==> src/rtl/reg_hazard_ctrl_pkg.sv <==
// Shared types for the GPR hazard controller: forwarding source encoding.
package reg_hazard_ctrl_pkg;

  // Operand source for an ID read port. REG means the register file value is current.
  typedef enum logic [1:0] {
    FWD_SEL_REG = 2'd0,
    FWD_SEL_EX  = 2'd1,
    FWD_SEL_MEM = 2'd2,
    FWD_SEL_WB  = 2'd3
  } fwd_sel_e;

endpackage

==> src/rtl/reg_hazard_ctrl_fwd_select.sv <==
// Per-read-port hazard decode: compares one ID read address against the three
// in-flight write slots, picks the youngest matching producer and flags a
// load result that is not yet forwardable.
module fwd_select
  import reg_hazard_ctrl_pkg::*;
#(
  parameter int unsigned ADDR_W       = 5,
  parameter int unsigned LOAD_FWD_MEM = 1
) (
  input  logic              id_valid,
  input  logic              read_en,
  input  logic [ADDR_W-1:0] addr,
  input  logic              ex_valid,
  input  logic [ADDR_W-1:0] ex_addr,
  input  logic              ex_is_load,
  input  logic              mem_valid,
  input  logic [ADDR_W-1:0] mem_addr,
  input  logic              mem_is_load,
  input  logic              wb_valid,
  input  logic [ADDR_W-1:0] wb_addr,
  output logic [1:0]        fwd_sel,
  output logic              load_hit
);

  logic rd_act;
  logic hit_ex;
  logic hit_mem;
  logic hit_wb;

  // $0 is hardwired to zero, so a read of it never depends on anything in flight.
  assign rd_act  = id_valid & read_en & (addr != '0);
  assign hit_ex  = rd_act & ex_valid  & (ex_addr  == addr);
  assign hit_mem = rd_act & mem_valid & (mem_addr == addr);
  assign hit_wb  = rd_act & wb_valid  & (wb_addr  == addr);

  // Youngest producer wins: EX holds the most recent write, WB the oldest.
  always_comb begin
    fwd_sel = FWD_SEL_REG;
    if (hit_ex)       fwd_sel = FWD_SEL_EX;
    else if (hit_mem) fwd_sel = FWD_SEL_MEM;
    else if (hit_wb)  fwd_sel = FWD_SEL_WB;
  end

  // A load in EX never has data yet; a load in MEM has data only when the
  // memory stage result is wired into the forwarding mux.
  assign load_hit = (hit_ex & ex_is_load) |
                    ((LOAD_FWD_MEM == 0) & hit_mem & mem_is_load);

endmodule

==> src/rtl/reg_hazard_ctrl.sv <==
// GPR scoreboard beside the ID stage. Tracks the writes sitting in EX, MEM and
// WB, selects a forwarding source for each read port and requests a load-use
// stall.
//
// ID handshake: id_valid qualifies the instruction in ID. While stall_req=1
// that instruction is not accepted (PC and IF/ID hold, EX receives a bubble)
// and the same instruction must be presented again on the next cycle;
// it is accepted on a cycle with id_valid=1, stall_req=0 and stall_in=0.
module reg_hazard_ctrl
  import reg_hazard_ctrl_pkg::*;
#(
  parameter int unsigned ADDR_W       = 5,
  parameter int unsigned LOAD_FWD_MEM = 1,
  parameter int unsigned CNT_W        = 16
) (
  input  logic              clk,
  input  logic              rst,
  input  logic              id_valid,
  input  logic              id_read_en_1,
  input  logic              id_read_en_2,
  input  logic [ADDR_W-1:0] id_addr_1,
  input  logic [ADDR_W-1:0] id_addr_2,
  input  logic              id_write_en,
  input  logic [ADDR_W-1:0] id_write_addr,
  input  logic              id_is_load,
  input  logic              stall_in,
  input  logic              flush,
  output logic              stall_req,
  output logic [1:0]        fwd_sel_1,
  output logic [1:0]        fwd_sel_2,
  output logic [CNT_W-1:0]  stall_cnt
);

  logic              ex_valid,  mem_valid,  wb_valid;
  logic [ADDR_W-1:0] ex_addr,   mem_addr,   wb_addr;
  logic              ex_is_load, mem_is_load, wb_is_load;
  logic              load_hit_1, load_hit_2;
  logic              id_tracked;

  fwd_select #(.ADDR_W(ADDR_W), .LOAD_FWD_MEM(LOAD_FWD_MEM)) u_fwd_1 (
    .id_valid    (id_valid),
    .read_en     (id_read_en_1),
    .addr        (id_addr_1),
    .ex_valid    (ex_valid),
    .ex_addr     (ex_addr),
    .ex_is_load  (ex_is_load),
    .mem_valid   (mem_valid),
    .mem_addr    (mem_addr),
    .mem_is_load (mem_is_load),
    .wb_valid    (wb_valid),
    .wb_addr     (wb_addr),
    .fwd_sel     (fwd_sel_1),
    .load_hit    (load_hit_1)
  );

  fwd_select #(.ADDR_W(ADDR_W), .LOAD_FWD_MEM(LOAD_FWD_MEM)) u_fwd_2 (
    .id_valid    (id_valid),
    .read_en     (id_read_en_2),
    .addr        (id_addr_2),
    .ex_valid    (ex_valid),
    .ex_addr     (ex_addr),
    .ex_is_load  (ex_is_load),
    .mem_valid   (mem_valid),
    .mem_addr    (mem_addr),
    .mem_is_load (mem_is_load),
    .wb_valid    (wb_valid),
    .wb_addr     (wb_addr),
    .fwd_sel     (fwd_sel_2),
    .load_hit    (load_hit_2)
  );

  assign stall_req  = load_hit_1 | load_hit_2;
  // Writes to $0 are discarded by the regfile, so they are never tracked.
  assign id_tracked = id_valid & id_write_en & (id_write_addr != '0);

  // Slot pipeline: rst > flush > stall_in (hold) > stall_req (bubble) > issue.
  always_ff @(posedge clk) begin
    if (rst || flush) begin
      ex_valid    <= 1'b0;
      ex_addr     <= '0;
      ex_is_load  <= 1'b0;
      mem_valid   <= 1'b0;
      mem_addr    <= '0;
      mem_is_load <= 1'b0;
      wb_valid    <= 1'b0;
      wb_addr     <= '0;
      wb_is_load  <= 1'b0;
    end else if (!stall_in) begin
      wb_valid    <= mem_valid;
      wb_addr     <= mem_addr;
      wb_is_load  <= mem_is_load;
      mem_valid   <= ex_valid;
      mem_addr    <= ex_addr;
      mem_is_load <= ex_is_load;
      if (stall_req) begin
        ex_valid    <= 1'b0;
        ex_addr     <= '0;
        ex_is_load  <= 1'b0;
      end else begin
        ex_valid    <= id_tracked;
        ex_addr     <= id_write_addr;
        ex_is_load  <= id_is_load;
      end
    end
  end

  // Stall-cycle counter: cleared with the slots on reset or flush, counts only
  // cycles where the stall actually inserts a bubble, sticks at all-ones.
  always_ff @(posedge clk) begin
    if (rst || flush) begin
      stall_cnt <= '0;
    end else if (stall_req && !stall_in && (stall_cnt != {CNT_W{1'b1}})) begin
      stall_cnt <= stall_cnt + {{(CNT_W-1){1'b0}}, 1'b1};
    end
  end

endmodule

==> config.mk <==
export PLATFORM = sky130hd
export DESIGN_NAME = reg_hazard_ctrl
export DESIGN_NICKNAME = d
export VERILOG_FILES = /design/src/rtl/reg_hazard_ctrl_pkg.sv /design/src/rtl/reg_hazard_ctrl_fwd_select.sv /design/src/rtl/reg_hazard_ctrl.sv
export SDC_FILE = /design/constraint.sdc
export NUM_CORES = 1
export LEC_CHECK = 0
export ABC_AREA = 1
export ABC_CLOCK_PERIOD_IN_PS = 1500
export BUFFER_PORTS_ARGS = -buffer_cell sky130_fd_sc_hd__buf_2
export CORE_MARGIN = 3
export CORE_UTILIZATION = 35
export CTS_CLUSTER_SIZE = 24
export DETAILED_ROUTE_END_ITERATION = 12
export HOLD_SLACK_MARGIN = 0.02
export PLACE_DENSITY_LB_ADDON = 0.1
export SYNTH_ARGS = -nofsm -noshare
export SYNTH_HDL_FRONTEND = slang
export SYNTH_SLANG_ARGS = --single-unit
==> constraint.sdc <==
create_clock -name clk -period 1.5 [get_ports clk]
set_clock_uncertainty 0.05 [all_clocks]
set_input_delay 0.075 -clock clk [delete_from_list [all_inputs] [get_ports clk]]
set_output_delay 0.075 -clock clk [all_outputs]
set_load 0.01 [all_outputs]
# Yosys cells after proc, flatten, opt, wreduce, memory -nomap -nowiden
# Cells that the tools add are included.
# op_classes
n_bitwise	21
muxes	9
n_reduce_logical	7
add_sub_neg	1
eq_ne	7
# ops
operator	count
5-bit equality test	6
1-bit AND	20
16-bit by 1-bit adder with 16-bit output (second input constant)	1
16-bit inequality test (second input constant)	1
5-bit nonzero test	3
2-bit 2-to-1 mux	6
5-bit 2-to-1 mux	1
1-bit logical AND	2
1-bit 2-to-1 mux	2
1-bit zero test	1
1-bit logical OR	1
1-bit OR	1
# totals
inputBits	24
output_inout_bits	21
register_bits	35
word_cells	53

# Longest topological paths before layout
# logic_depth
word_depth	8
ltp_mapped	12
ltp_nobuf	11

# By module
# Synthesis repeated with hierarchy kept, for this count alone.
# hier_totals
cells_unflattened	391
hier_area_um2	2297.2
# by_module_without_submodules
module	cells_per_inst	area_per_inst_um2	instances	seq_area_each_um2
reg_hazard_ctrl	241	1659.1	1	720.7
fwd_select	75	319.1	2	0.0

# Worst setup path before layout
# No wires, ideal clock.
# synth_path
kind	flip-flop to flip-flop
from	reg stall_cnt[1]
to	reg stall_cnt[15]
arrival_ps	1441
setup_time_ps	128
setup_slack_ps	-119
path_stages_with_launch	11
t_required_ps	1322
path_buffers	0
period_less_slack_ps	1619
path_cell_list	dfxtp_1 -> ha_1 -> nand2_1 -> nor2_1 -> nand3_1 -> nor2_1 -> nor2_1 -> nand3_1 -> nand2_1 -> nand2_1 -> nor2_1
# synth_between
elab_chain_len	2
word_cells_on_any_way	3
classes_between	add/sub (1); eq/ne (1); reduce/logical (1)
# synth_rtl
element	line_no	text
from (decl)	reg_hazard_ctrl.sv:31	output logic [CNT_W-1:0] stall_cnt
from (signal assigned)	reg_hazard_ctrl.sv:113	stall_cnt <= stall_cnt + {{(CNT_W-1){1'b0}}, 1'b1};
parallel branches: the longest is 2 deep, another holds 16-bit by 1-bit adder with 16-bit output	n/a	
# Several ways; the timed one is not identified.
# A chain may end at the register's enable or synchronous reset.

# Worst setup path after layout
# layout_path
from	reg wb_addr[2]
to	out fwd_sel_2[1]
# layout_between
elab_chain_len	5
# layout_rtl
element	line_no	text
from (decl)	reg_hazard_ctrl.sv:35	logic [ADDR_W-1:0] ex_addr, mem_addr, wb_addr;
from (signal assigned)	reg_hazard_ctrl.sv:90	wb_addr <= mem_addr;
5-bit equality test	reg_hazard_ctrl_fwd_select.sv:34	assign hit_wb = rd_act & wb_valid & (wb_addr == addr);
1-bit AND	reg_hazard_ctrl_fwd_select.sv:34	
2-bit 2-to-1 mux	reg_hazard_ctrl_fwd_select.sv:41	else if (hit_wb) fwd_sel = FWD_SEL_WB;
2-bit 2-to-1 mux	reg_hazard_ctrl_fwd_select.sv:40	else if (hit_mem) fwd_sel = FWD_SEL_MEM;
2-bit 2-to-1 mux	reg_hazard_ctrl_fwd_select.sv:39	if (hit_ex) fwd_sel = FWD_SEL_EX;
to (decl)	reg_hazard_ctrl.sv:30	output logic [1:0] fwd_sel_2,
# No other way between the ends.

==> results by group <==
Clock tree
  • Clk slew on worst S/H paths: 0.08 ns
  • Clock Latency Late Sink: 0.29 ns
  • Clk root buf: clkbuf_8
  • TritonCTS Buffers: 5
  • CTS tree: yes
  • Max H-tree Level: 2
  • CTS sink count: 35
  • CTS max path bufs: 2

Logic synthesis
  • Warnings, synthesis: 0
  • Area contributors post-synth: dfxtp_1 (31%), nand2_1 (16%), nor2_1 (8.6%), inv_1 (7.9%), nand3_1 (6.5%)
  • Post-Syn Nets: 388
  • Netlist cell types: 26
  • Register area share after synthesis: 0.314
  • Synth Cell Area: 2230 um2
  • Yosys top cell area share: 0.314
  • Avg Inst Size Synth: 6.14 um2
  • Synth area leader: dfxtp_1
  • #FFs+latches synth: 35
  • Post-Synthesis Cells: 363

Cells and area
  • Commonest non-fill, non-tap cell in the layout: nand2_1
  • Diode count: 0
  • P&R area growth vs syn: 49.3%
  • Sequential cell area: 724 um2
  • Multi-input logic area: roughly 1500 um2
  • Commonest cells after routing, fill and taps aside: nand2_1 (87), inv_1 (44), nor2_1 (43), buf_2 (43), buf_4 (40)
  • Filler cells: around 630
  • Layout Nets: 486
  • Share of layout cells above drive strength 1: 0.381
  • Final Cell Area: roughly 3300 um2

Critical path
  • CP max stage cell: dfxtp_2
  • Critical Path Source Type: register
  • Crit path max-delay family: flip-flops
  • Worst EP arrival: approximately 1.6 ns
  • Worst Path Required: 1.37 ns
  • WP depth: 7
  • Critical path class: register to output pin
  • CP bufs+invs: 2
  • CP Max Fanout: 2
  • CP max stage delay: 0.33 ns
  • Critical path endpoint category: output pin
  • Reg2reg path depth: 12
  • CP Cell Sequence: buf_6 -> xnor2_2 -> nand3_1 -> nor3_2 -> o2111ai_2 -> a21boi_1 -> buf_2

Placed design
  • Dpl cell area: 2840 um2
  • Buffers on Ports: 44
  • DP HPWL: 4800 um
  • Gpl congestion: 0.810
  • Worst slack at placement: -0.169 ns

Global route
  • Initial antenna violation count: 0
  • First-pass GRT wire length: around 11,000 um
  • Vias in the first global route: 2,380
  • Largest net degree at the start of global routing: 32
  • GR Overflow Total: 0
  • GR Util All Layers: 0.188

STA
  • Maximum clock frequency: 582 MHz
  • Setup ws final: -0.217 ns
  • Actual slew at the worst max-slew pin: around 0.65 ns
  • RSZ-0062 raised after global routing: true
  • Fin crit period: 1.72 ns
  • Final Max Slew Viols: 0
  • Worst slew margin: 0.565
  • Final hold violation count: 0
  • Final setup vio count: 26
  • Final period util: 1.14

Floorplanning
  • Initial Util: 0.370
  • FP Rows: 28
  • Die W: 85.8 um
  • I/O pin cnt: 45
  • Die area: 7360 um2
  • Core outline area: around 6000 um2
  • Die height: 85.8 um

Run status
  • Failing checks: setup timing
  • Status: complete, but fails checks

Routing
  • Router iterations before antenna repair: 4
  • Remaining antenna violation count: 0
  • Avg WL per Cell: 12.3 um
  • Number of DRC markers in iteration 0: between 90 and 100
  • DR vias: 2,531
  • Via/cell ratio: 4.71
  • DRC violations left: 0
  • Final WL: around 6600 um

Run
  • Max_cap viols: 0

Power and ir drop
  • Lkg Pwr: 1.54 nW
  • Pwr Density: 607 nW/um2
  • Maximum VDD drop: about 0.35 mV

Hold path
  • Hold Path Cell Cnt: 5
  • Hold Path Class: primary input to register
-- worst reg2reg max path, stage by stage, from the launching register on --
cell     delay (ns)
dfxtp_2        0.36
inv_2          0.05
nand2_1        0.05
nand2_1        0.05
nand2_1        0.08
nor2_2         0.05
nand4_2        0.09
nand2_4        0.09
buf_8          0.15
buf_6          0.12
nor2_4         0.21
nand2_1        0.10
a21oi_2        0.11
-- sequential cells by signal, indices dropped and copies added (netlist names) --
register	cells
wb_valid	1
mem_addr	5
stall_cnt	16
ex_addr	5
ex_is_load	1
wb_addr	5
ex_valid	1
mem_valid	1
-- metrics by stage --
| step | util | cells | hold slack (ns) | power (W) | TNS, ns |
|---|---|---|---|---|---|
| 5_1_grt | 0.552 | 537 | 0.120 | 0.00212 | -6.23 |
| 3_5_place_dp | 0.471 | 516 | 0.290 | 0.00122 | -2.46 |
| 4_1_cts | 0.528 | 533 | 0.122 | 0.00204 | -2.32 |
| 6_report | 0.552 | 537 | 0.121 | 0.00202 | -2.41 |
| 3_3_place_gp | 0.471 | 516 | 0.286 | 0.00121 | -2.09 |
| 2_1_floorplan | - | 363 | 0.168 | 0.00109 | 0 |
-- power breakdown --
part / internal, W / switching, W / leakage, nW / total, W
clock network: 0.000418 / 0.000373 / 0.0505 / 0.000791
logic: 0.000113 / 0.000159 / 1.20 / 0.000272
registers: 0.000940 / 0.0000146 / 0.291 / 0.000955
-- Yosys cell counts --
master,n
nand2_1,97
nor2_1,51
inv_1,47
dfxtp_1,35
nand3_1,29
a21oi_1,23
xor2_1,15
nand4_1,14
o21ai_0,12
clkbuf_1,5
inv_2,5
nor2_2,4
nor3_1,4
nor4_1,3
xnor2_1,3
a21boi_0,2
buf_1,2
clkinv_1,2
nand4_2,2
or2_2,2
buf_4,1
buf_6,1
ha_1,1
nand2_4,1
nand3_2,1
o2111ai_1,1
-- timing repair --
item | 4_1_cts | 5_1_grt
endpoints found under the setup margin | 28 | 28
hold endpoints to repair | 6 | 0
hold buffers | 6 | 0
setup buffers | 3 | 5
cloned | 1 | 0
pin swaps | 30 | 40
gates resized for setup | 39 | 43
-- routing by layer --
metal,vias to the layer above,GRT usage,share of wire,wire [um]
li1,1350,-,-,-
met3,6,0.0365,0.033,216
met4,0,0.0388,0.0088,58
met1,1136,0.265,0.52,3420
met2,39,0.300,0.44,2920
met5,-,0,0,0
-- area by class of cell --
cell class                      instances  share of cell area
Sequential cell                        35               0.218
Tap cell                               75              0.0282
Clock inverter                          1             0.00226
Timing Repair Buffer                  100               0.214
Inverter                               54              0.0617
Clock buffer                            7              0.0290
Multi-Input combinational cell        265               0.447
-- kinds of logic (layout without fill, tap and decap cells) --
kind of cell	after synthesis	after routing	synth area share
simple gates	208	208	0.409
buf+inv	63	162	0.111
compound gates	38	38	0.0893
flops	35	35	0.314
xor+xnor	18	18	0.0708
fa+ha+maj	1	1	0.00561
-- path summary, 6_finish.rpt --
path / startpoint / slack, ns / endpoint
setup / recovery: wb_addr[2] / -0.22 / fwd_sel_2[1]
hold / removal: id_write_en / 0.12 / ex_valid
setup reg to reg: ex_addr[4] / -0.12 / ex_addr[0]
hold reg to reg: wb_valid / 0.44 / wb_valid
No activity file was read; power rests on OpenSTA's default activity.
